## src/rtl/rv_pkg.sv

```systemverilog
`default_nettype none
// ============================================================================
//  Module   : rv_pkg
//  Purpose  : Shared encodings for the RV32I multicycle controller: opcodes,
//             immediate formats, FSM states, instruction classes, ALU ops,
//             writeback and next-PC selects.
//  Revision : 1.0 - initial release
// ============================================================================
package rv_pkg;

  localparam logic [6:0] OPC_LOAD   = 7'b0000011;
  localparam logic [6:0] OPC_STORE  = 7'b0100011;
  localparam logic [6:0] OPC_BRANCH = 7'b1100011;
  localparam logic [6:0] OPC_OP_IMM = 7'b0010011;
  localparam logic [6:0] OPC_OP     = 7'b0110011;
  localparam logic [6:0] OPC_LUI    = 7'b0110111;
  localparam logic [6:0] OPC_AUIPC  = 7'b0010111;
  localparam logic [6:0] OPC_JAL    = 7'b1101111;
  localparam logic [6:0] OPC_JALR   = 7'b1100111;
  localparam logic [6:0] OPC_FENCE  = 7'b0001111;

  typedef enum logic [2:0] {
    IMM_I = 3'd0,
    IMM_S = 3'd1,
    IMM_B = 3'd2,
    IMM_U = 3'd3,
    IMM_J = 3'd4
  } imm_sel_e;

  typedef enum logic [2:0] {
    ST_START  = 3'd0,
    ST_FETCH  = 3'd1,
    ST_DECODE = 3'd2,
    ST_EXEC   = 3'd3,
    ST_MEM    = 3'd4,
    ST_WB     = 3'd5,
    ST_HALT   = 3'd6
  } state_e;

  typedef enum logic [3:0] {
    CL_LOAD    = 4'd0,
    CL_STORE   = 4'd1,
    CL_BRANCH  = 4'd2,
    CL_OP_IMM  = 4'd3,
    CL_OP      = 4'd4,
    CL_LUI     = 4'd5,
    CL_AUIPC   = 4'd6,
    CL_JAL     = 4'd7,
    CL_JALR    = 4'd8,
    CL_FENCE   = 4'd9,
    CL_ILLEGAL = 4'd10
  } cls_e;

  localparam logic [3:0] ALU_ADD  = 4'd0;
  localparam logic [3:0] ALU_SUB  = 4'd1;
  localparam logic [3:0] ALU_SLL  = 4'd2;
  localparam logic [3:0] ALU_SLT  = 4'd3;
  localparam logic [3:0] ALU_SLTU = 4'd4;
  localparam logic [3:0] ALU_XOR  = 4'd5;
  localparam logic [3:0] ALU_SRL  = 4'd6;
  localparam logic [3:0] ALU_SRA  = 4'd7;
  localparam logic [3:0] ALU_OR   = 4'd8;
  localparam logic [3:0] ALU_AND  = 4'd9;

  localparam logic [1:0] WB_ALU = 2'd0;
  localparam logic [1:0] WB_MEM = 2'd1;
  localparam logic [1:0] WB_PC4 = 2'd2;
  localparam logic [1:0] WB_IMM = 2'd3;

  localparam logic [1:0] PC_PLUS4 = 2'd0;
  localparam logic [1:0] PC_IMM   = 2'd1;
  localparam logic [1:0] PC_ALU   = 2'd2;

  // alt selects SUB (funct3 000) or SRA (funct3 101); callers gate it
  function automatic logic [3:0] alu_op_from_funct(input logic [2:0] funct3,
                                                   input logic       alt);
    logic [3:0] op;
    op = ALU_ADD;
    case (funct3)
      3'b000:  op = alt ? ALU_SUB : ALU_ADD;
      3'b001:  op = ALU_SLL;
      3'b010:  op = ALU_SLT;
      3'b011:  op = ALU_SLTU;
      3'b100:  op = ALU_XOR;
      3'b101:  op = alt ? ALU_SRA : ALU_SRL;
      3'b110:  op = ALU_OR;
      3'b111:  op = ALU_AND;
      default: op = ALU_ADD;
    endcase
    return op;
  endfunction

endpackage
`default_nettype wire

```

## src/rtl/mc_decode.sv

```systemverilog
`default_nettype none
// ============================================================================
//  Module   : mc_decode
//  Purpose  : Combinational instruction decode: class, immediate format,
//             illegal-encoding flag and ALU operation from the IR.
//  Revision : 1.0 - initial release
// ============================================================================
module mc_decode
  import rv_pkg::*;
(
  input  logic [31:0] i_instr,
  output cls_e        o_cls,
  output imm_sel_e    o_imm_sel,
  output logic        o_illegal,
  output logic [3:0]  o_alu_op
);

  logic [6:0] opcode;
  logic [2:0] funct3;
  logic       funct7_b5;
  logic       bad_branch;
  logic       unused_instr_bits;

  assign opcode    = i_instr[6:0];
  assign funct3    = i_instr[14:12];
  assign funct7_b5 = i_instr[30];
  assign unused_instr_bits = ^{i_instr[31], i_instr[29:15], i_instr[11:7]};

  // Opcode to class / immediate format / ALU operation
  always_comb begin
    o_cls      = CL_ILLEGAL;
    o_imm_sel  = IMM_I;
    o_alu_op   = ALU_ADD;
    bad_branch = 1'b0;
    case (opcode)
      OPC_LOAD:   o_cls = CL_LOAD;
      OPC_STORE:  begin o_cls = CL_STORE; o_imm_sel = IMM_S; end
      OPC_BRANCH: begin
        o_cls      = CL_BRANCH;
        o_imm_sel  = IMM_B;
        bad_branch = (funct3 == 3'b010) || (funct3 == 3'b011);
      end
      OPC_OP_IMM: begin
        o_cls = CL_OP_IMM;
        // bit 30 is immediate data except on SRAI
        o_alu_op = alu_op_from_funct(funct3, funct7_b5 && (funct3 == 3'b101));
      end
      OPC_OP: begin
        o_cls    = CL_OP;
        o_alu_op = alu_op_from_funct(funct3, funct7_b5);
      end
      OPC_LUI:    begin o_cls = CL_LUI;   o_imm_sel = IMM_U; end
      OPC_AUIPC:  begin o_cls = CL_AUIPC; o_imm_sel = IMM_U; end
      OPC_JAL:    begin o_cls = CL_JAL;   o_imm_sel = IMM_J; end
      OPC_JALR:   o_cls = CL_JALR;
      OPC_FENCE:  o_cls = CL_FENCE;
      default:    o_cls = CL_ILLEGAL;
    endcase
    o_illegal = (o_cls == CL_ILLEGAL) || bad_branch;
  end

endmodule
`default_nettype wire

```

## src/rtl/mc_ctrl.sv

```systemverilog
`default_nettype none
// ============================================================================
//  Module   : mc_ctrl
//  Purpose  : Multicycle RV32I control FSM. Sequences FETCH/DECODE/EXEC/MEM/
//             WB, handshakes with the unified memory port and drives all
//             datapath controls. Retires one instruction per pass.
//  Revision : 1.0 - initial release
// ============================================================================
module mc_ctrl
  import rv_pkg::*;
(
  input  logic        i_clk,
  input  logic        i_reset,
  input  logic [31:0] i_instr,
  input  logic        i_mem_ready,
  input  logic        i_br_eq,
  input  logic        i_br_lt,
  input  logic        i_br_ltu,
  output logic        o_mem_req,
  output logic        o_mem_we,
  output logic        o_mem_addr_sel,
  output logic        o_ir_we,
  output logic [2:0]  o_imm_sel,
  output logic        o_alu_a_sel,
  output logic        o_alu_b_sel,
  output logic [3:0]  o_alu_op,
  output logic        o_rf_we,
  output logic [1:0]  o_wb_sel,
  output logic [1:0]  o_pc_sel,
  output logic        o_pc_we,
  output logic        o_illegal
);

  state_e     state_q, state_d;
  logic       illegal_q, illegal_d;
  cls_e       dec_cls;
  imm_sel_e   dec_imm_sel;
  logic       dec_illegal;
  logic [3:0] dec_alu_op;
  logic       br_taken;
  logic       drive_dp;

  mc_decode u_decode (
    .i_instr   (i_instr),
    .o_cls     (dec_cls),
    .o_imm_sel (dec_imm_sel),
    .o_illegal (dec_illegal),
    .o_alu_op  (dec_alu_op)
  );

  // Branch condition from funct3 and the comparator flags
  always_comb begin
    br_taken = 1'b0;
    case (i_instr[14:12])
      3'b000:  br_taken = i_br_eq;
      3'b001:  br_taken = !i_br_eq;
      3'b100:  br_taken = i_br_lt;
      3'b101:  br_taken = !i_br_lt;
      3'b110:  br_taken = i_br_ltu;
      3'b111:  br_taken = !i_br_ltu;
      default: br_taken = 1'b0;
    endcase
  end

  // State register and sticky illegal flag
  always_ff @(posedge i_clk or posedge i_reset) begin
    if (i_reset) begin
      state_q   <= ST_START;
      illegal_q <= 1'b0;
    end else begin
      state_q   <= state_d;
      illegal_q <= illegal_d;
    end
  end

  // Next-state and datapath control decode
  always_comb begin
    state_d        = state_q;
    illegal_d      = illegal_q;
    o_mem_req      = 1'b0;
    o_mem_we       = 1'b0;
    o_mem_addr_sel = 1'b0;
    o_ir_we        = 1'b0;
    o_imm_sel      = IMM_I;
    o_alu_a_sel    = 1'b0;
    o_alu_b_sel    = 1'b0;
    o_alu_op       = ALU_ADD;
    o_rf_we        = 1'b0;
    o_wb_sel       = WB_ALU;
    o_pc_sel       = PC_PLUS4;
    o_pc_we        = 1'b0;
    drive_dp       = 1'b0;
    case (state_q)
      ST_START: state_d = ST_FETCH;
      ST_FETCH: begin
        o_mem_req = 1'b1;
        if (i_mem_ready) begin
          o_ir_we = 1'b1;
          state_d = ST_DECODE;
        end
      end
      ST_DECODE: begin
        o_imm_sel = dec_imm_sel;
        if (dec_illegal) begin
          state_d   = ST_HALT;
          illegal_d = 1'b1;
        end else begin
          state_d = ST_EXEC;
        end
      end
      ST_EXEC: begin
        drive_dp = 1'b1;
        case (dec_cls)
          CL_BRANCH: begin
            o_pc_we  = 1'b1;
            o_pc_sel = br_taken ? PC_IMM : PC_PLUS4;
            state_d  = ST_FETCH;
          end
          CL_FENCE: begin
            o_pc_we = 1'b1;
            state_d = ST_FETCH;
          end
          CL_LOAD, CL_STORE: state_d = ST_MEM;
          default:           state_d = ST_WB;
        endcase
      end
      ST_MEM: begin
        // ALU controls stay driven so the address is stable while waiting
        drive_dp       = 1'b1;
        o_mem_req      = 1'b1;
        o_mem_addr_sel = 1'b1;
        o_mem_we       = (dec_cls == CL_STORE);
        if (i_mem_ready) begin
          if (dec_cls == CL_STORE) begin
            o_pc_we = 1'b1;
            state_d = ST_FETCH;
          end else begin
            state_d = ST_WB;
          end
        end
      end
      ST_WB: begin
        drive_dp = 1'b1;
        o_rf_we  = 1'b1;
        o_pc_we  = 1'b1;
        state_d  = ST_FETCH;
        case (dec_cls)
          CL_LUI:  o_wb_sel = WB_IMM;
          CL_LOAD: o_wb_sel = WB_MEM;
          CL_JAL:  begin o_wb_sel = WB_PC4; o_pc_sel = PC_IMM; end
          CL_JALR: begin o_wb_sel = WB_PC4; o_pc_sel = PC_ALU; end
          default: o_wb_sel = WB_ALU;
        endcase
      end
      ST_HALT: state_d = ST_HALT;
      default: state_d = ST_START;
    endcase
    if (drive_dp) begin
      o_imm_sel   = dec_imm_sel;
      o_alu_a_sel = (dec_cls == CL_AUIPC);
      o_alu_b_sel = !((dec_cls == CL_OP) || (dec_cls == CL_BRANCH));
      o_alu_op    = dec_alu_op;
    end
  end

  assign o_illegal = illegal_q;

endmodule
`default_nettype wire
```

## config.mk

```make
export PLATFORM = sky130hd
export DESIGN_NAME = mc_ctrl
export DESIGN_NICKNAME = d
export VERILOG_FILES = /design/src/rtl/rv_pkg.sv /design/src/rtl/mc_decode.sv /design/src/rtl/mc_ctrl.sv
export SDC_FILE = /design/constraint.sdc
export NUM_CORES = 1
export LEC_CHECK = 0
export ABC_CLOCK_PERIOD_IN_PS = 1800
export CORE_MARGIN = 4
export CORE_UTILIZATION = 32
export CTS_CLUSTER_SIZE = 20
export DETAILED_ROUTE_END_ITERATION = 8
export PLACE_DENSITY = 0.82
export SETUP_SLACK_MARGIN = 0.5
export SYNTH_ARGS = -nofsm -noshare
export SYNTH_HDL_FRONTEND = slang
export SYNTH_SLANG_ARGS = --single-unit
```

## constraint.sdc

```tcl
create_clock -name i_clk -period 1.8 [get_ports i_clk]
set_clock_uncertainty 0.2 [all_clocks]
set_input_delay 0.18 -clock i_clk [delete_from_list [all_inputs] [get_ports i_clk]]
set_output_delay 0.18 -clock i_clk [all_outputs]
set_load 0.1 [all_outputs]
```

==> reports/results.tsv, run 1 <==
stage	metric	value	unit
status	run_status	aborted with a tool error	
status	stop_stage	global routing (5_1_grt)	
status	error_message	[ERROR DPL-0038] Utilization greater than 100%, impossible to legalize	
timing	grt_repair_worst_endpoint	o_pc_sel[1]	
timing	timing.repair.worst_endpoint_type	output port	
logic_synthesis	yosysWarnings	0	
logic_synthesis	synthArstFlopShare	100	%
clocking	clockBufferDepth	2	
logic_synthesis	postSynthRegisterBits	4	
global_routing	maximum_number_of_pins_on_one_net_before_global_route_repair	8	
clocking	clkSinkCount	4	
logic_synthesis	syn_std_cell_area	686	sq um
logic_synthesis	yosys-top-cells-area	sky130_fd_sc_hd__dfrtp_1 15%, sky130_fd_sc_hd__nor2_1 6.6%, sky130_fd_sc_hd__nand2_1 5.5%, sky130_fd_sc_hd__nand4bb_4 4.0%, sky130_fd_sc_hd__inv_1 3.8%	
logic_synthesis	synth_seq_area_share	14.6	%
placement	port-buffer-count	36	
clocking	cts-buffers-inserted	3	
placement	detailedPlacementHpwl	2710	microns
die	die_h	54.3	microns
placement	dp_slack	-526	ps
logic_synthesis	netlist.top_cell.by_area	sky130_fd_sc_hd__dfrtp_1	
logic_synthesis	yosys_most_used_dff	sky130_fd_sc_hd__dfrtp_1	
die	initial_core_util	34.3	%
clocking	h-tree-depth	1	
die	chipWidth	54.3	microns
logic_synthesis	number_of_enable_flip_flop_cells_after_synthesis	0	
die	num_rows	16	
placement	gpl.final_weighted_congestion	0.799	
logic_synthesis	synth.lib_cells_used.distinct	41	
logic_synthesis	synth.avg_cell_area	7.00	sq um
logic_synthesis	synthesis.instances	98	
logic_synthesis	syn_nets	136	
logic_synthesis	post-synth-top-area-fraction	14.6	%
die	floorplan.io_pins	58	
placement	post_dp_cell_area	1680	sq um
clocking	clock_tree.root_cell	sky130_fd_sc_hd__clkbuf_4	
==> logic make-up after synthesis <==
kind of cell              after synthesis  share of synthesized area (%)
DFF                                     4                           14.6
muxes                                   3                           4.56
AOI/OAI and AO/OA                      21                           21.0
xor gates and xnor gates                4                           5.11
buffers and inverters                  14                           9.12
and+or+nand+nor                        52                           45.6
==> timing repair <==
action                     4_1_cts
hold buffers                     1
gates resized for setup         56
hold endpoints to repair         4
pin swaps                       11
setup buffers                   11
setup endpoints to repair       23
==> per-stage QoR <==
stage                     TNS (ps)  utilization, %  hold WS, ps  instances
after floorplan              -6600               -         -254         98
after global placement       -4910            83.9          162        184
after detailed placement     -5840            83.9          189        184
after CTS                    -1630            95.4          323        200
==> cells in the mapped netlist, types with 3 or more instances <==
| cell type | count |
|---|---|
| sky130_fd_sc_hd__nor2b_1 | 3 |
| sky130_fd_sc_hd__inv_1 | 7 |
| sky130_fd_sc_hd__nor4_1 | 4 |
| sky130_fd_sc_hd__nand2_1 | 10 |
| sky130_fd_sc_hd__nand2b_1 | 3 |
| sky130_fd_sc_hd__nand3_1 | 4 |
| sky130_fd_sc_hd__nor2_1 | 12 |
| sky130_fd_sc_hd__dfrtp_1 | 4 |
| sky130_fd_sc_hd__o21ai_0 | 4 |
| sky130_fd_sc_hd__a211oi_1 | 3 |
| sky130_fd_sc_hd__buf_2 | 5 |
| sky130_fd_sc_hd__xnor2_1 | 3 |
| sky130_fd_sc_hd__a31oi_1 | 3 |
==> run 2: changes to the inputs <==
--- a/config.mk
+++ b/config.mk
@@ -6,12 +6,10 @@
 export NUM_CORES = 1
 export LEC_CHECK = 0
 export ABC_CLOCK_PERIOD_IN_PS = 1800
-export CORE_MARGIN = 4
-export CORE_UTILIZATION = 32
-export CTS_CLUSTER_SIZE = 20
+export CORE_AREA = 4 4 65 67
 export DETAILED_ROUTE_END_ITERATION = 8
-export PLACE_DENSITY = 0.82
-export SETUP_SLACK_MARGIN = 0.5
+export DIE_AREA = 0 0 69 71
+export PLACE_DENSITY_LB_ADDON = 0.15
 export SYNTH_ARGS = -nofsm -noshare
 export SYNTH_HDL_FRONTEND = slang
 export SYNTH_SLANG_ARGS = --single-unit
==> reports/results.tsv, run 2 <==
stage	metric	value	unit
timing	rsz0062_at_grt	yes	
final_layout	layout.cells.most_common	sky130_fd_sc_hd__buf_4	
drt	vias	1058	
pwr	total_leakage_power	0.829	nW
setup_path	critPathRequiredTime	1420	ps
timing	setup-violations-final	13	
pwr	power_per_cell_area	1140	nW/um^2
logic_synthesis	number_of_enable_flip_flop_cells_after_synthesis	0	
drt	route.antenna.remaining_nets	0	
setup_path	cp_max_delay_cell	sky130_fd_sc_hd__dfrtp_2	
min_path	min_path_type	register to register	
pwr	p_clk_share	8.2	%
die	num_rows	22	
clocking	h-tree-depth	1	
logic_synthesis	synthesis.instances	98	
drt	post-route-drc-count	0	
clocking	clockBufferDepth	2	
pwr	total_switching_power	0.00121	W
placement	dp_slack	-452	ps
timing	final_hold_viol_count	0	
logic_synthesis	syn_nets	136	
die	die_area	4900	sq um
logic_synthesis	yosys.cell_count.top_type	sky130_fd_sc_hd__nor2_1	
setup_path	worst-endpoint-arrival	1600	ps
final_layout	fin_nets	219	
clocking	cts-buffers-inserted	3	
final_layout	fill_cells	340	
pwr	worst_ir_drop_vdd	797	uV
timing	finalMaxSlewViolations	0	
logic_synthesis	post-synth-top-area-fraction	14.6	%
logic_synthesis	synth_fa_ha_area_share	0	%
logic_synthesis	yosys_most_used_dff	sky130_fd_sc_hd__dfrtp_1	
status	violations_in_the_final_reports	setup timing	
die	floorplan.io_pins	58	
timing	final_critical_path_setup_slack	-182	ps
setup_path	critical_path.max_fanout	4	
logic_synthesis	yosys-top-cells-area	sky130_fd_sc_hd__dfrtp_1 15%, sky130_fd_sc_hd__nor2_1 6.6%, sky130_fd_sc_hd__nand2_1 5.5%, sky130_fd_sc_hd__nand4bb_4 4.0%, sky130_fd_sc_hd__inv_1 3.8%	
drt	dr_vias_cell	4.66	
status	run_status	complete, but fails checks	
pwr	share_seq_of_total_power	7.3	%
placement	gpl.final_weighted_congestion	0.853	
logic_synthesis	synth-compound-area-share	21.0	%
timing	crit_share_post_route	110	%
setup_path	startpoint	state_q[1]$_DFFE_PP0P_	
timing	achievable-frequency	505	MHz
timing	finalWorstPathRequiredPeriod	1980	ps
global_routing	grt_antenna_before_repair	0	
final_layout	multiInputGateArea	822	sq um
global_routing	grt_overflow	0	
logic_synthesis	synth_mux_area_share	4.56	%
clocking	clock_tree.root_cell	sky130_fd_sc_hd__clkbuf_8	
drt	finalWirelength	3090	microns
final_layout	n_antenna_cell	0	
logic_synthesis	top_cell_types_by_occurrence_after_synthesis	12 x sky130_fd_sc_hd__nor2_1, 10 x sky130_fd_sc_hd__nand2_1, 7 x sky130_fd_sc_hd__inv_1	
logic_synthesis	syn_std_cell_area	686	sq um
global_routing	track_usage	12.5	%
logic_synthesis	synth_simple_gate_area_share	45.6	%
logic_synthesis	synth.avg_cell_area	7.00	sq um
final_layout	layout-drive-gt1-share	65.4	%
flow_run	drv.max_cap_violation_count	0	
min_path	hold_sp	o_illegal$_DFFE_PP0P_	
final_layout	layout.cells.most_common_list	42 x sky130_fd_sc_hd__buf_4, 20 x sky130_fd_sc_hd__buf_12, 7 x sky130_fd_sc_hd__nor2_1, 7 x sky130_fd_sc_hd__buf_6	
logic_synthesis	synth_xor_xnor_area_share	5.11	%
drt	dr.first_iter.drc_count	22	
pwr	design_power_total	0.00228	W
setup_path	crit_path_cell_trace	nor2b_4 > buf_6 > o211ai_4 > a21o_1 > nor3_4 > buf_12	
global_routing	maximum_number_of_pins_on_one_net_before_global_route_repair	9	
setup_path	timing.setup.critical_path_class	register to output port	
logic_synthesis	netlist.top_cell.by_area	sky130_fd_sc_hd__dfrtp_1	
die	die_h	71	microns
final_layout	largest_register_ffs	3	
pwr	netSwitchingFraction	53.1	%
clocking	clk_pin_slew	30	ps
global_routing	grt_first_pass_wirelength	5110	microns
die	initial_core_util	18.9	%
timing	relSlewSlack	82.5	%
final_layout	sequential_cell_area	101	sq um
timing	worst-slew-pin-transition	256	ps
logic_synthesis	synth.lib_cells_used.distinct	41	
placement	port-buffer-count	36	
logic_synthesis	synth_top_family_by_area	simple AND/OR/NAND/NOR gates	
clocking	clkSinkCount	4	
setup_path	critical_path.startpoint_type	register	
logic_synthesis	postSynthRegisterBits	4	
placement	detailedPlacementHpwl	2450	microns
setup_path	launch_instance_of_the_worst_register_to_register_path	state_q[2]$_DFFE_PP0P_	
die	chipWidth	69	microns
logic_synthesis	yosysWarnings	0	
drt	detail_route.first_pass.iterations	4	
final_layout	area_growth_syn_to_layout	192	%
timing	setup_tns	-1360	ps
drt	wire_per_inst	13.6	microns
final_layout	regMostFlops	state_q	
pwr	power.share.combinational	84.5	%
setup_path	timing.critical_path.to_type	output port	
clocking	cts_tree	done	
global_routing	vias_in_the_first_global_route	1105	
clocking	clk_latency	210	ps
logic_synthesis	synthArstFlopShare	100	%
setup_path	critical_path.max_stage_delay	440	ps
pwr	power.internal	0.00107	W
die	core-area	3630	sq um
logic_synthesis	synth_seq_area_share	14.6	%
[run 2: cell counts after synthesis]
Identical to the previous run, type by type.
[run 2: cell families after synthesis]
| group | count (synthesis) |
|---|---|
| buffers and inverters | 14 |
| AO/OA/AOI/OAI | 21 |
| XOR/XNOR | 4 |
| flip-flops | 4 |
| AND/OR/NAND/NOR | 52 |
| multiplexers | 3 |
[run 2: layout make-up]
type / count / area share [%]
clock buffers: 3 / 2.06
repair buffers: 85 / 47.3
multi-input cells: 80 / 41.1
well taps: 48 / 3.00
flip-flops and latches: 4 / 5.07
inverters: 7 / 1.50
[run 2: repair_timing]
item                                    4_1_cts  5_1_grt
pin swaps                                    15       11
hold buffers                                  1        0
resized for setup                            43       16
endpoints found under the setup margin       17       17
buffers inserted                              6        7
hold endpoints to repair                      4        0
[run 2: worst max-delay path, delay by kind of cell (launching register included)]
kind,cells,cell delay [ps]
AOI/OAI and AO/OA,2,260
buffers and inverters,2,320
DFF,1,440
and+or+nand+nor,2,370
[run 2: stage by stage]
step	instance area [sq um]	utilization, %	hold slack (ps)	instances
after floorplan	906	-	-254	98
after global placement	1750	48.0	173	211
after detailed placement	1750	48.0	180	211
after CTS	1900	52.4	348	221
after global routing	2000	55.1	371	227
final	2000	55.1	342	227
[run 2: layer usage]
layer	track usage, %	share of wire, %	vias to the layer above
li1	-	-	517
met1	15.1	42	509
met2	23.1	54	28
met3	1.85	2.8	4
met4	3.25	1.5	0
met5	0	0	-
[run 2: power by group through the flow]
stage	Sequential (W)	Combinational [W]	Clock, W
after global routing	0.000170	0.00202	0.000195
after detailed placement	0.000166	0.00168	0
after floorplan	0.000151	0.00106	0
after global placement	0.000166	0.00167	0
final	0.000167	0.00193	0.000186
after CTS	0.000160	0.00184	0.000189
[run 2: final timing paths]
kind / endpoint / slack [ps] / depth (start not counted)
worst max-delay path: o_alu_op[0] / -180 / 6
worst min-delay path: o_illegal$_DFFE_PP0P_ / 340 / 1
worst max register to register: state_q[0]$_DFFE_PP0P_ / 400 / 4
worst min register to register: o_illegal$_DFFE_PP0P_ / 340 / 1
max in group asynchronous: state_q[1]$_DFFE_PP0P_ / 720 / 3
min in group asynchronous: o_illegal$_DFFE_PP0P_ / 510 / 3
Power figures use the tool's default switching activity.
